**src/rtl/qos_wrr_scheduler_if.sv**
```systemverilog
// Bundle between the QoS WRR scheduler, the four class FIFOs and the downstream FIFO.
// master = scheduler side, slave = FIFO/environment side.
interface qos_wrr_scheduler_if #(
    parameter int DATA_W = 12
);
    logic [3:0]          empty;
    logic                almost_full;
    logic [4*DATA_W-1:0] data_in;
    logic [3:0]          pop;
    logic                push;
    logic [DATA_W-1:0]   data_out;
    logic [1:0]          grant_id;
    logic                busy;

    modport master (
        input  empty, almost_full, data_in,
        output pop, push, data_out, grant_id, busy
    );

    modport slave (
        output empty, almost_full, data_in,
        input  pop, push, data_out, grant_id, busy
    );
endinterface

```
**src/rtl/qos_wrr_scheduler.sv**
```systemverilog
// Weighted round-robin drain of four class FIFOs into one downstream FIFO.
// Optional macro STRICT_P0_EN gives class 0 strict priority over the WRR rotation.
module qos_wrr_scheduler #(
    parameter int DATA_W = 12,
    parameter int CNT_W  = 4,
    parameter int W0     = 4,
    parameter int W1     = 3,
    parameter int W2     = 2,
    parameter int W3     = 1
) (
    input  logic                  clk,
    input  logic                  reset,
    qos_wrr_scheduler_if.master   bus
);

`ifdef STRICT_P0_EN
    localparam bit STRICT_P0 = 1'b1;
`else
    localparam bit STRICT_P0 = 1'b0;
`endif

    typedef enum logic {IDLE, SERVE} state_t;

    localparam logic [CNT_W-1:0] WT [4] = '{CNT_W'(W0), CNT_W'(W1), CNT_W'(W2), CNT_W'(W3)};

    state_t             state_q, state_d;
    logic [1:0]         cur_q, cur_d;
    logic [1:0]         rr_ptr_q, rr_ptr_d;
    logic [CNT_W-1:0]   credit_q, credit_d;
    logic               push_q, push_d;
    logic [1:0]         grant_q, grant_d;
    logic [3:0]         elig;
    logic [3:0]         pop;
    logic [2:0]         nxt;
    logic               pop_go;
    logic               turn_end;

    // Returns {found, class} for the first eligible class at or after start (mod 4).
    function automatic logic [2:0] search(input logic [1:0] start, input logic [3:0] el);
        logic [2:0] res;
        logic [1:0] idx;
        res = '0;
        for (int i = 3; i >= 0; i--) begin
            idx = start + 2'(i);
            if (el[idx]) res = {1'b1, idx};
        end
        return res;
    endfunction

    always_comb begin
        for (int c = 0; c < 4; c++) elig[c] = !bus.empty[c] && (WT[c] != '0);
    end

    always_comb begin
        // NOTE: every output of this block gets a default first so no path leaves it unassigned (no latches).
        state_d  = state_q;
        cur_d    = cur_q;
        rr_ptr_d = rr_ptr_q;
        credit_d = credit_q;
        grant_d  = grant_q;
        nxt      = '0;
        pop_go   = 1'b0;
        turn_end = 1'b0;

        case (state_q)
            IDLE: begin
                nxt = search(rr_ptr_q + 2'd1, elig);
                if (nxt[2]) begin
                    state_d  = SERVE;
                    cur_d    = nxt[1:0];
                    credit_d = WT[nxt[1:0]];
                end
            end
            SERVE: begin
                pop_go = !bus.empty[cur_q] && !bus.almost_full &&
                         ((credit_q != '0) || (STRICT_P0 && cur_q == 2'd0));
                if (STRICT_P0 && cur_q != 2'd0 && pop_go && !bus.empty[0]) begin
                    cur_d    = 2'd0;
                    credit_d = WT[0];
                end else if (STRICT_P0 && cur_q == 2'd0) begin
                    // Strict class 0 is not credit-limited and leaves the rotation pointer alone.
                    if (bus.empty[0]) begin
                        nxt      = search(rr_ptr_q + 2'd1, elig);
                        turn_end = 1'b1;
                    end
                end else if (bus.empty[cur_q] || (pop_go && credit_q == CNT_W'(1))) begin
                    rr_ptr_d = cur_q;
                    nxt      = search(cur_q + 2'd1, elig);
                    turn_end = 1'b1;
                end else if (pop_go) begin
                    credit_d = credit_q - CNT_W'(1);
                end

                if (turn_end) begin
                    if (nxt[2]) begin
                        cur_d    = nxt[1:0];
                        credit_d = WT[nxt[1:0]];
                    end else begin
                        state_d = IDLE;
                    end
                end
            end
            default: state_d = IDLE;
        endcase

        if (reset) pop_go = 1'b0;
        pop    = pop_go ? (4'b0001 << cur_q) : 4'b0000;
        push_d = pop_go;
        if (pop_go) grant_d = cur_q;
    end

    // NOTE: sequential state uses non-blocking assignments so all flops update together at the edge.
    always_ff @(posedge clk) begin
        if (reset) begin
            state_q  <= IDLE;
            cur_q    <= '0;
            rr_ptr_q <= 2'd3;
            credit_q <= '0;
            push_q   <= 1'b0;
            grant_q  <= '0;
        end else begin
            state_q  <= state_d;
            cur_q    <= cur_d;
            rr_ptr_q <= rr_ptr_d;
            credit_q <= credit_d;
            push_q   <= push_d;
            grant_q  <= grant_d;
        end
    end

    assign bus.pop      = pop;
    assign bus.push     = push_q;
    assign bus.data_out = bus.data_in[grant_q*DATA_W +: DATA_W];
    assign bus.grant_id = cur_q;
    assign bus.busy     = (state_q == SERVE);

endmodule
```
**src/flat_wrapper.sv**
```systemverilog
// flat-port wrapper written by rule: the top's interface ports become plain ports
module qos_wrr_scheduler_flat 
#(
    parameter int DATA_W = 12,
    parameter int CNT_W  = 4,
    parameter int W0     = 4,
    parameter int W1     = 3,
    parameter int W2     = 2,
    parameter int W3     = 1
)
  (clk, reset, bus_empty, bus_almost_full, bus_data_in, bus_pop, bus_push, bus_data_out, bus_grant_id, bus_busy);
  qos_wrr_scheduler_if #(.DATA_W(DATA_W)) bus_i ();
  input  logic clk;
  input  logic reset;
  input wire logic [$bits(bus_i.empty)-1:0] bus_empty;
  input wire logic [$bits(bus_i.almost_full)-1:0] bus_almost_full;
  input wire logic [$bits(bus_i.data_in)-1:0] bus_data_in;
  output wire logic [$bits(bus_i.pop)-1:0] bus_pop;
  output wire logic [$bits(bus_i.push)-1:0] bus_push;
  output wire logic [$bits(bus_i.data_out)-1:0] bus_data_out;
  output wire logic [$bits(bus_i.grant_id)-1:0] bus_grant_id;
  output wire logic [$bits(bus_i.busy)-1:0] bus_busy;
  assign bus_i.empty = bus_empty;
  assign bus_i.almost_full = bus_almost_full;
  assign bus_i.data_in = bus_data_in;
  assign bus_pop = bus_i.pop;
  assign bus_push = bus_i.push;
  assign bus_data_out = bus_i.data_out;
  assign bus_grant_id = bus_i.grant_id;
  assign bus_busy = bus_i.busy;
  qos_wrr_scheduler #(.DATA_W(DATA_W), .CNT_W(CNT_W), .W0(W0), .W1(W1), .W2(W2), .W3(W3)) u_core (.clk(clk), .reset(reset), .bus(bus_i));
endmodule
```
**config.mk**
```make
export PLATFORM = sky130hd
export DESIGN_NAME = qos_wrr_scheduler_flat
export DESIGN_NICKNAME = d
export VERILOG_FILES = /design/src/rtl/qos_wrr_scheduler_if.sv /design/src/rtl/qos_wrr_scheduler.sv /design/src/flat_wrapper.sv
export SDC_FILE = /design/constraint.sdc
export NUM_CORES = 1
export LEC_CHECK = 0
export CORE_ASPECT_RATIO = 2
export CORE_MARGIN = 2
export CORE_UTILIZATION = 38
export CTS_CLUSTER_SIZE = 40
export DETAILED_ROUTE_END_ITERATION = 16
export PLACE_DENSITY = 0.84
export SYNTH_ARGS = -nofsm -noshare
export SYNTH_HDL_FRONTEND = slang
export SYNTH_SLANG_ARGS = --single-unit
```
**constraint.sdc**
```tcl
create_clock -name clk -period 3 [get_ports clk]
set_input_delay 0.45 -clock clk [delete_from_list [all_inputs] [get_ports clk]]
set_output_delay 0.45 -clock clk [all_outputs]
set_load 0.02 [all_outputs]
```
# Word-level counts from Yosys, hierarchy flattened
# Index checks and enable logic that the tools add are counted.
[op_classes]
n_addsub = 9
mul = 1
magnitude_cmp = 11
n_eq_ne = 4
shift = 2
mux = 54
bitwise_logic = 3
reduce_logical = 13
[ops]
columns = ["operator", "count"]
rows = [
  ["$shiftx 48x7->12", 1],
  ["$mux 4", 10],
  ["$mux 3", 11],
  ["$lt 2x3->1 const B", 9],
  ["$bmux 1 s2", 9],
  ["$bmux 4 s2", 2],
  ["$mux 1", 16],
  ["$add 2x1->2 const B", 4],
  ["$add 2x2->2 const B", 4],
  ["$pmux 4 s2", 1],
  ["$ge 3x3->1 const B", 2],
  ["$logic_not 1->1", 6],
  ["$mux 2", 3],
  ["$ne 2x2->1 const B", 3],
  ["$not 2->3", 2],
  ["$eq 4x1->1 const B", 1],
  ["$mul 2x2->4 const B", 1],
  ["$pmux 2 s2", 1],
  ["$reduce_bool 4->1", 1],
  ["$shl 1x2->4 const A", 1],
  ["$sub 4x1->4 const B", 1],
  ["$logic_and 1x1->1", 3],
  ["$reduce_and 3->1", 1],
  ["$pmux 1 s2", 1],
  ["3 further kinds", 3],
]
[word_totals]
register_bits = 12
inputBits = 55
output_inout_bits = 20
wordCells = 103

# Logic depth before layout (Yosys ltp)
# Gate-level depths: netlist of run 1.
[logic_depth]
word_depth = 17
depth_mapped = 10
mapped_depth_nobuf = 10

# Least setup slack after synthesis of run 1
# Ideal clock, no wire load.
[synth_path]
path_kind = "reg-to-output"
startpoint = "reg u_core.cur_q[0], in the netlist u_core.bus.grant_id[0]"
endpoint = "out bus_pop[0]"
t_arrival_ns = 1.889
slack_ns = 0.661
stages_incl_launch_ff = 6
path_buffers = 1
path_cell_list = "dfxtp_1 mux4_2 nor2b_2 and2_1 buf_4 and3_1"
[synth_between]
elab_chain_len = 8
[synth_lines]
columns = ["item", "line", "source"]
rows = [
  ["from (decl)", "qos_wrr_scheduler.sv:27", "logic [1:0] cur_q, cur_d;"],
  ["from (signal assigned)", "qos_wrr_scheduler.sv:123", "cur_q <= cur_d;"],
  ["$bmux 1 s2", "qos_wrr_scheduler.sv:75", "pop_go = !bus.empty[cur_q] && !bus.almost_full &&"],
  ["$mux 1 (not written as such)", "qos_wrr_scheduler.sv:75", ""],
  ["$logic_not 1->1", "qos_wrr_scheduler.sv:75", ""],
  ["$logic_and 1x1->1 (2 in a row)", "qos_wrr_scheduler.sv:75", ""],
  ["$mux 1", "qos_wrr_scheduler.sv:65", "case (state_q)"],
  ["$mux 1", "qos_wrr_scheduler.sv:106", "if (reset) pop_go = 1'b0;"],
  ["$mux 4 *", "qos_wrr_scheduler.sv:107", "pop = pop_go ? (4'b0001 << cur_q) : 4'b0000;"],
  ["to (decl)", "flat_wrapper.sv:18", "output wire logic [$bits(bus_i.pop)-1:0] bus_pop;"],
]
# Every way passes the cells marked *; elsewhere a longest branch is shown, timed or not. The select of a mux whose other input is x is not followed.

# Final worst setup path of run 1
[layout_path]
startpoint = "in bus_empty[1]"
endpoint = "out bus_pop[3]"
[layout_between]
elab_chain_len = 8
[layout_lines]
columns = ["item", "line", "source"]
rows = [
  ["from (decl)", "flat_wrapper.sv:15", "input wire logic [$bits(bus_i.empty)-1:0] bus_empty;"],
  ["$bmux 1 s2", "qos_wrr_scheduler.sv:75", ""],
  ["$mux 1 (not written as such)", "qos_wrr_scheduler.sv:75", ""],
  ["$logic_not 1->1", "qos_wrr_scheduler.sv:75", ""],
  ["$logic_and 1x1->1 (2 in a row)", "qos_wrr_scheduler.sv:75", ""],
  ["$mux 1", "qos_wrr_scheduler.sv:65", ""],
  ["$mux 1", "qos_wrr_scheduler.sv:106", ""],
  ["$mux 4", "qos_wrr_scheduler.sv:107", ""],
]
# No other way between the ends. The select of a mux whose other input is x is not followed.

==> flow_metrics.py, run 1 <==
metrics = {
    "floorplanning": {
        "initial_core_util_pct": 40.1,
        "die_h_um": 86.1,
        "row_count": 29,
        "coreArea_sq_um": 3190,
        "io_pins": 75,
        "die_area_sq_um": 3880,
        "die_x_um": 45.1,
    },
    "critical_path": {
        "crit_required_ps": 2550,
        "cp-startpoint": "bus_empty[1]",
        "cp_max_fo": 5,
        "crit_end": "bus_pop[3]",
        "rrSetupSlack_ps": 680,
        "r2r_start": "u_core.bus.grant_id[0]",
        "critPathLaunchType": "primary input",
        "end_kind": "primary output",
        "r2r_cells": 11,
        "r2r-end": "u_core.credit_q[1]",
        "critPathKind": "primary input to primary output",
        "cp.arrival_ps": 2310,
    },
    "power_and_ir_drop": {
        "pwr-share-seq_pct": 25.5,
        "clkPwrFrac_pct": 23.9,
        "switchingPower_uw": 252,
        "cellPowerDensity_nw_per_um2": 351,
        "internal-power_uw": 501,
        "leakage_nw": 0.851,
        "finalPower_uw": 753,
        "power_frac_comb_pct": 50.7,
        "switching_share_pct": 33.5,
        "vdd_drop_max_uv": 310,
    },
    "grt": {
        "overflow": 0,
        "grt_pass1_vias": 1455,
        "grt_max_degree": 14,
        "gr-usage-all-layers_pct": 23.9,
        "grt_antenna_before_repair": 0,
        "grt_pass1_wl_um": 6850,
    },
    "routing": {
        "drc": 0,
        "via_per_inst": 5.66,
        "drt-wirelength-per-cell_um": 17.0,
        "vias": 1426,
        "ant_nets": 0,
        "first_pass_iters": 4,
        "routed_wl_um": 4280,
        "drt-initial-drc-count": 48,
    },
    "clock_network": {
        "cts_buffer_depth": 2,
        "cts_made_buffers": 3,
        "cts_htree_levels": 1,
        "cts.clk_slew.worst_paths_ps": 50,
        "clkLatencyLatePin_ps": 250,
        "clock_sinks": 12,
        "cts_tree": "done",
        "cts.root.buffer_cell": "clkbuf_8",
    },
    "placed_design": {
        "place_ws_ps": -16.1,
        "gp_congestion": 0.897,
        "dp_hpwl_um": 3550,
        "port_buffers": 74,
    },
    "timing": {
        "tns_ps": 0,
        "setup_viol_count_final": 0,
        "fin_crit_sh_pct": 92.0,
        "hold_ws_ps": 527,
        "fin_ws_ps": 241,
        "tightest_slew_ps": 574,
        "fin_crit_ps": 2760,
        "max-slew-margin-rel_pct": 61.7,
        "finalHoldViolCount": 0,
        "maxSlewViolCount": 0,
        "grt_setup_unrepaired": "false",
        "fmax_ghz": 0.363,
        "finClkSkew_ps": 3.09,
    },
    "synth": {
        "syn_area_sq_um": 1280,
        "netlist_instances": 140,
        "yosys_warnings": 0,
        "ys_types": 40,
        "syn-num-nets": 203,
        "syn_area_per_cell_sq_um": 9.15,
        "ys_seq_area_share_pct": 18.8,
        "synth-seq-cells": 12,
    },
    "min_path": {
        "min_path_type": "flop to flop",
    },
    "layout": {
        "fin_nets": 285,
        "n_antenna_cell": 0,
        "drive_gt1_share_pct": 16.3,
        "syn_to_final_growth_pct": 67.4,
    },
    "job": {
        "cap_violations": 0,
    },
    "outcome": {
        "status": "finished clean",
    },
}
## synthesized netlist by cell type, drive strengths merged
master  count  area [sq um]
nor2       14          52.6
mux4       13           293
dfxtp      12           240
a21oi      11          55.1
nand2      10          37.5
inv         9          33.8
ha          8           100
and3        6          42.5
buf         6          57.6
nor2b       4          27.5
nor3        4          20.0
a211oi      3          27.5
clkbuf      3          11.3
mux2i       3          30.0
nand2b      3          18.8
o211ai      3          22.5
o21ai       3          15.0
a221o       2          21.3
a311oi      2          17.5
a31oi       2          12.5
and2        2          12.5
nand3       2          10.0
nand4       2          12.5
nor3b       2          15.0
o22ai       2          12.5
a21o        1          15.0
a22o        1          8.76
and2b       1          8.76
nand3b      1          7.51
o211a       1          10.0
o221ai      1          8.76
o32ai       1          8.76
or2         1          6.26
xnor2       1          8.76
## kinds of logic (layout without fill, tap and decap cells)
| logic type | count (synthesis) | after routing | share of synthesized area (%) |
|---|---|---|---|
| adders and majority gates | 8 | 8 | 7.81 |
| buffers and inverters | 18 | 99 | 8.01 |
| xor gates and xnor gates | 1 | 1 | 0.684 |
| AOI/OAI and AO/OA | 33 | 33 | 18.4 |
| DFF | 12 | 12 | 18.7 |
| and+or+nand+nor | 52 | 52 | 21.2 |
| muxes | 16 | 16 | 25.2 |
## cell type report
class	instances	area, sq um
Fill cell	244	1050
Multi-Input combinational cell	110	938
Timing Repair Buffer	86	838
Sequential cell	12	240
Clock buffer	4	55.1
Tap cell	31	38.8
Inverter	9	33.8
## per-layer routing
layer	up-vias	track usage (%)	share of wire, %
met5	-	0	0
met4	0	9.89	2.9
met3	12	4.84	7.0
met2	68	43.6	57
met1	656	24.7	33
li1	690	-	-
## metrics by stage
stage	instances	util (%)	area (sq um)
CTS	252	67.2	2140
global route	252	67.2	2140
floorplan	140	-	1280
finish	252	67.2	2140
global placement	248	65.6	2090
detailed placement	248	65.6	2090
## placed cells by master, fill, tap and decap left out, drive strengths merged, types with 2 or more instances in the layout
| cell type | count |
|---|---|
| dfxtp | 12 |
| nor2 | 14 |
| a311oi | 2 |
| a221o | 2 |
| clkdlybuf4s50 | 70 |
| nor3b | 2 |
| o22ai | 2 |
| inv | 9 |
| dlygate4sd2 | 4 |
| nor2b | 4 |
| nand4 | 2 |
| mux2i | 3 |
| clkbuf | 4 |
| mux4 | 13 |
| nand2 | 10 |
| o21ai | 3 |
| nand3 | 2 |
| a211oi | 3 |
| buf | 12 |
| nor3 | 4 |
| a31oi | 2 |
| a21oi | 11 |
| ha | 8 |
| o211ai | 3 |
| and2 | 2 |
| nand2b | 3 |
| and3 | 6 |
## worst min path at each step
stage	start	endpoint	depth (start not counted)
floorplan	u_core.rr_ptr_q[0]	u_core.rr_ptr_q[0]	2
global placement	u_core.rr_ptr_q[0]	u_core.rr_ptr_q[0]	2
detailed placement	u_core.rr_ptr_q[0]	u_core.rr_ptr_q[0]	2
CTS	u_core.rr_ptr_q[0]	u_core.rr_ptr_q[0]	2
global route	u_core.rr_ptr_q[0]	u_core.rr_ptr_q[0]	2
finish	u_core.rr_ptr_q[0]	u_core.rr_ptr_q[0]	2
## state kept, by name (all words and copies together), names as in the netlist
signal               flops
u_core.bus.grant_id      2
u_core.bus.busy          1
u_core.credit_q          4
u_core.rr_ptr_q          2
u_core.grant_q           2
u_core.bus.push          1
## power groups by stage
stage	clock network, mW	logic, mW	registers [mW]
detailed placement	0	0.377	0.195
CTS	0.180	0.381	0.192
global route	0.192	0.412	0.194
floorplan	0	0.206	0.202
finish	0.180	0.381	0.192
global placement	0	0.371	0.195
## repair_timing
item	4_1_cts	5_1_grt
hold endpoints to repair	0	0
hold buffers	0	0
endpoints found under the setup margin	4	0
gates resized for setup	4	0
setup buffers	0	0
## worst max-delay path, cell delays in order
cell and delay (ps):
clkdlybuf4s50_1 460, mux4_2 490, nor2b_2 140, and2_1 250, and3_1 180, dlygate4sd2_1 340
No activity file was read; power rests on OpenSTA's default activity.
==> run 2, diff against run 1 <==
--- a/config.mk
+++ b/config.mk
@@ -11,6 +11,7 @@
 export CTS_CLUSTER_SIZE = 40
 export DETAILED_ROUTE_END_ITERATION = 16
 export PLACE_DENSITY = 0.84
+export SKIP_LAST_GASP = 1
 export SYNTH_ARGS = -nofsm -noshare
 export SYNTH_HDL_FRONTEND = slang
 export SYNTH_SLANG_ARGS = --single-unit
==> results of run 2 <==
Same layout as run 1: the final DEF is identical, and so are final timing and power.
==> run 3, diff against run 2 <==
--- a/config.mk
+++ b/config.mk
@@ -6,7 +6,6 @@
 export NUM_CORES = 1
 export LEC_CHECK = 0
 export CORE_ASPECT_RATIO = 2
-export CORE_MARGIN = 2
 export CORE_UTILIZATION = 38
 export CTS_CLUSTER_SIZE = 40
 export DETAILED_ROUTE_END_ITERATION = 16
==> flow_metrics.py, run 3 (same netlist as run 1, synthesis figures left out) <==
metrics = {
    "outcome": {
        "status": "finished clean",
    },
    "timing": {
        "finClkSkew_ps": 1.12,
        "max-slew-margin-rel_pct": 62.4,
        "fmax_ghz": 0.371,
        "maxSlewViolCount": 0,
        "tightest_slew_ps": 563,
        "fin_crit_sh_pct": 89.8,
        "fin_crit_ps": 2690,
        "setup_viol_count_final": 0,
        "hold_ws_ps": 502,
        "grt_setup_unrepaired": "false",
        "finalHoldViolCount": 0,
        "tns_ps": 0,
    },
    "layout": {
        "fin_nets": 285,
        "syn_to_final_growth_pct": 67.1,
        "register_area_sq_um": 240,
        "final_cell_mix": "70 x clkdlybuf4s50_1, 14 x nor2_1, 13 x mux4_2",
        "layout_commonest_cell": "clkdlybuf4s50_1",
        "largest_register_ffs": 4,
        "top_register": "u_core.credit_q",
        "n_fill_cell": 261,
        "multi_input_area_sq_um": 940,
        "drive_gt1_share_pct": 16.7,
        "n_antenna_cell": 0,
        "stdcell_count": 252,
    },
    "routing": {
        "routed_wl_um": 4080,
        "first_pass_iters": 4,
        "drt-wirelength-per-cell_um": 16.2,
        "ant_nets": 0,
        "via_per_inst": 5.63,
        "drc": 0,
        "vias": 1419,
        "drt-initial-drc-count": 56,
    },
    "clock_network": {
        "cts_tree": "done",
        "clkLatencyLatePin_ps": 240,
        "cts_made_buffers": 3,
        "holdBufCountCts": 0,
        "cts_htree_levels": 1,
        "post_cts_buffers": 0,
        "cts.root.buffer_cell": "clkbuf_8",
        "cts_buffer_depth": 2,
        "clock_sinks": 12,
        "cts.clk_slew.worst_paths_ps": 50,
    },
    "critical_path": {
        "critPathKind": "primary input to primary output",
        "cp.arrival_ps": 2240,
        "cp_max_fo": 5,
        "cp-startpoint": "bus_empty[3]",
        "critPathLaunchType": "primary input",
        "r2r_start": "u_core.bus.grant_id[0]",
        "end_kind": "primary output",
        "crit_required_ps": 2550,
    },
    "min_path": {
        "min_path_type": "flop to flop",
        "min_from": "u_core.grant_q[0]",
    },
    "floorplanning": {
        "row_count": 29,
        "io_pins": 75,
        "initial_core_util_pct": 40.1,
        "die_h_um": 84.1,
        "coreArea_sq_um": 3190,
        "die_x_um": 43.1,
        "die_area_sq_um": 3620,
    },
    "grt": {
        "overflow": 0,
        "grt_antenna_before_repair": 0,
        "gr-usage-all-layers_pct": 23.2,
        "grt_pass1_wl_um": 6480,
        "grt_pass1_vias": 1372,
        "grt_max_degree": 14,
    },
    "job": {
        "cap_violations": 0,
    },
    "power_and_ir_drop": {
        "vdd_drop_max_uv": 262,
        "cellPowerDensity_nw_per_um2": 348,
        "leakage_nw": 0.877,
    },
    "placed_design": {
        "gp_congestion": 0.938,
        "port_buffers": 74,
        "dpl.cell_count": 248,
        "dp_hpwl_um": 3410,
    },
}
## run 3: cell count changes in the layout (fill, tap and decap cells not counted)
cell            before  now
dlygate4sd2_1        4    2
dlymetal6s2s_1       0    2
and2_1               2    1
and2_2               0    1
buf_12               1    0
buf_4               11   12
## run 3: worst max-delay path, cell delays in order
cell and delay, ps:
clkdlybuf4s50_1 420, mux4_2 510, nor2b_2 150, and2_2 200
and3_1 170, dlygate4sd2_1 340
## run 3: repair_timing
| item | CTS | global route |
|---|---|---|
| setup endpoints to repair | 2 | 2 |
| resized for setup | 2 | 3 |
| pin swaps | 0 | 0 |
## run 3: final timing paths
kind | to | depth (start not counted) | slack, ps
setup / recovery | bus_pop[0] | 6 | 310
hold / removal | u_core.grant_q[0] | 2 | 500
setup reg to reg | u_core.credit_q[1] | 11 | 710
hold reg to reg | u_core.grant_q[0] | 2 | 500
## run 3: through the flow
step	power [mW]	util, %	setup slack (ps)	cell area [sq um]
after detailed placement	0.569	65.2	-12.1	2080
after global routing	0.790	67.0	246	2140
after global placement	0.564	65.2	56.3	2080
after CTS	0.748	66.8	11.0	2130
after floorplan	0.407	-	661	1280
final	0.745	67.0	306	2140
## run 3: per-layer routing
layer	up-vias	wire length [um]	track usage (%)
met1	650	1410	23.2
met4	0	119	9.64
met2	63	2280	44.4
li1	693	-	-
met3	13	269	4.11
met5	-	0	0
## run 3: cell type report
cell class / count / share of cell area [%]
well taps: 31 / 1.81
inverters: 9 / 1.58
clock buffers: 4 / 2.57
multi-input cells: 110 / 43.9
repair buffers: 86 / 38.9
flip-flops and latches: 12 / 11.2
## run 3: where the power goes
part | leakage (nW) | switching, mW | internal, mW
combinational | 0.749 | 0.169 | 0.207
sequential | 0.0988 | 0.0153 | 0.176
clock | 0.0288 | 0.0611 | 0.116
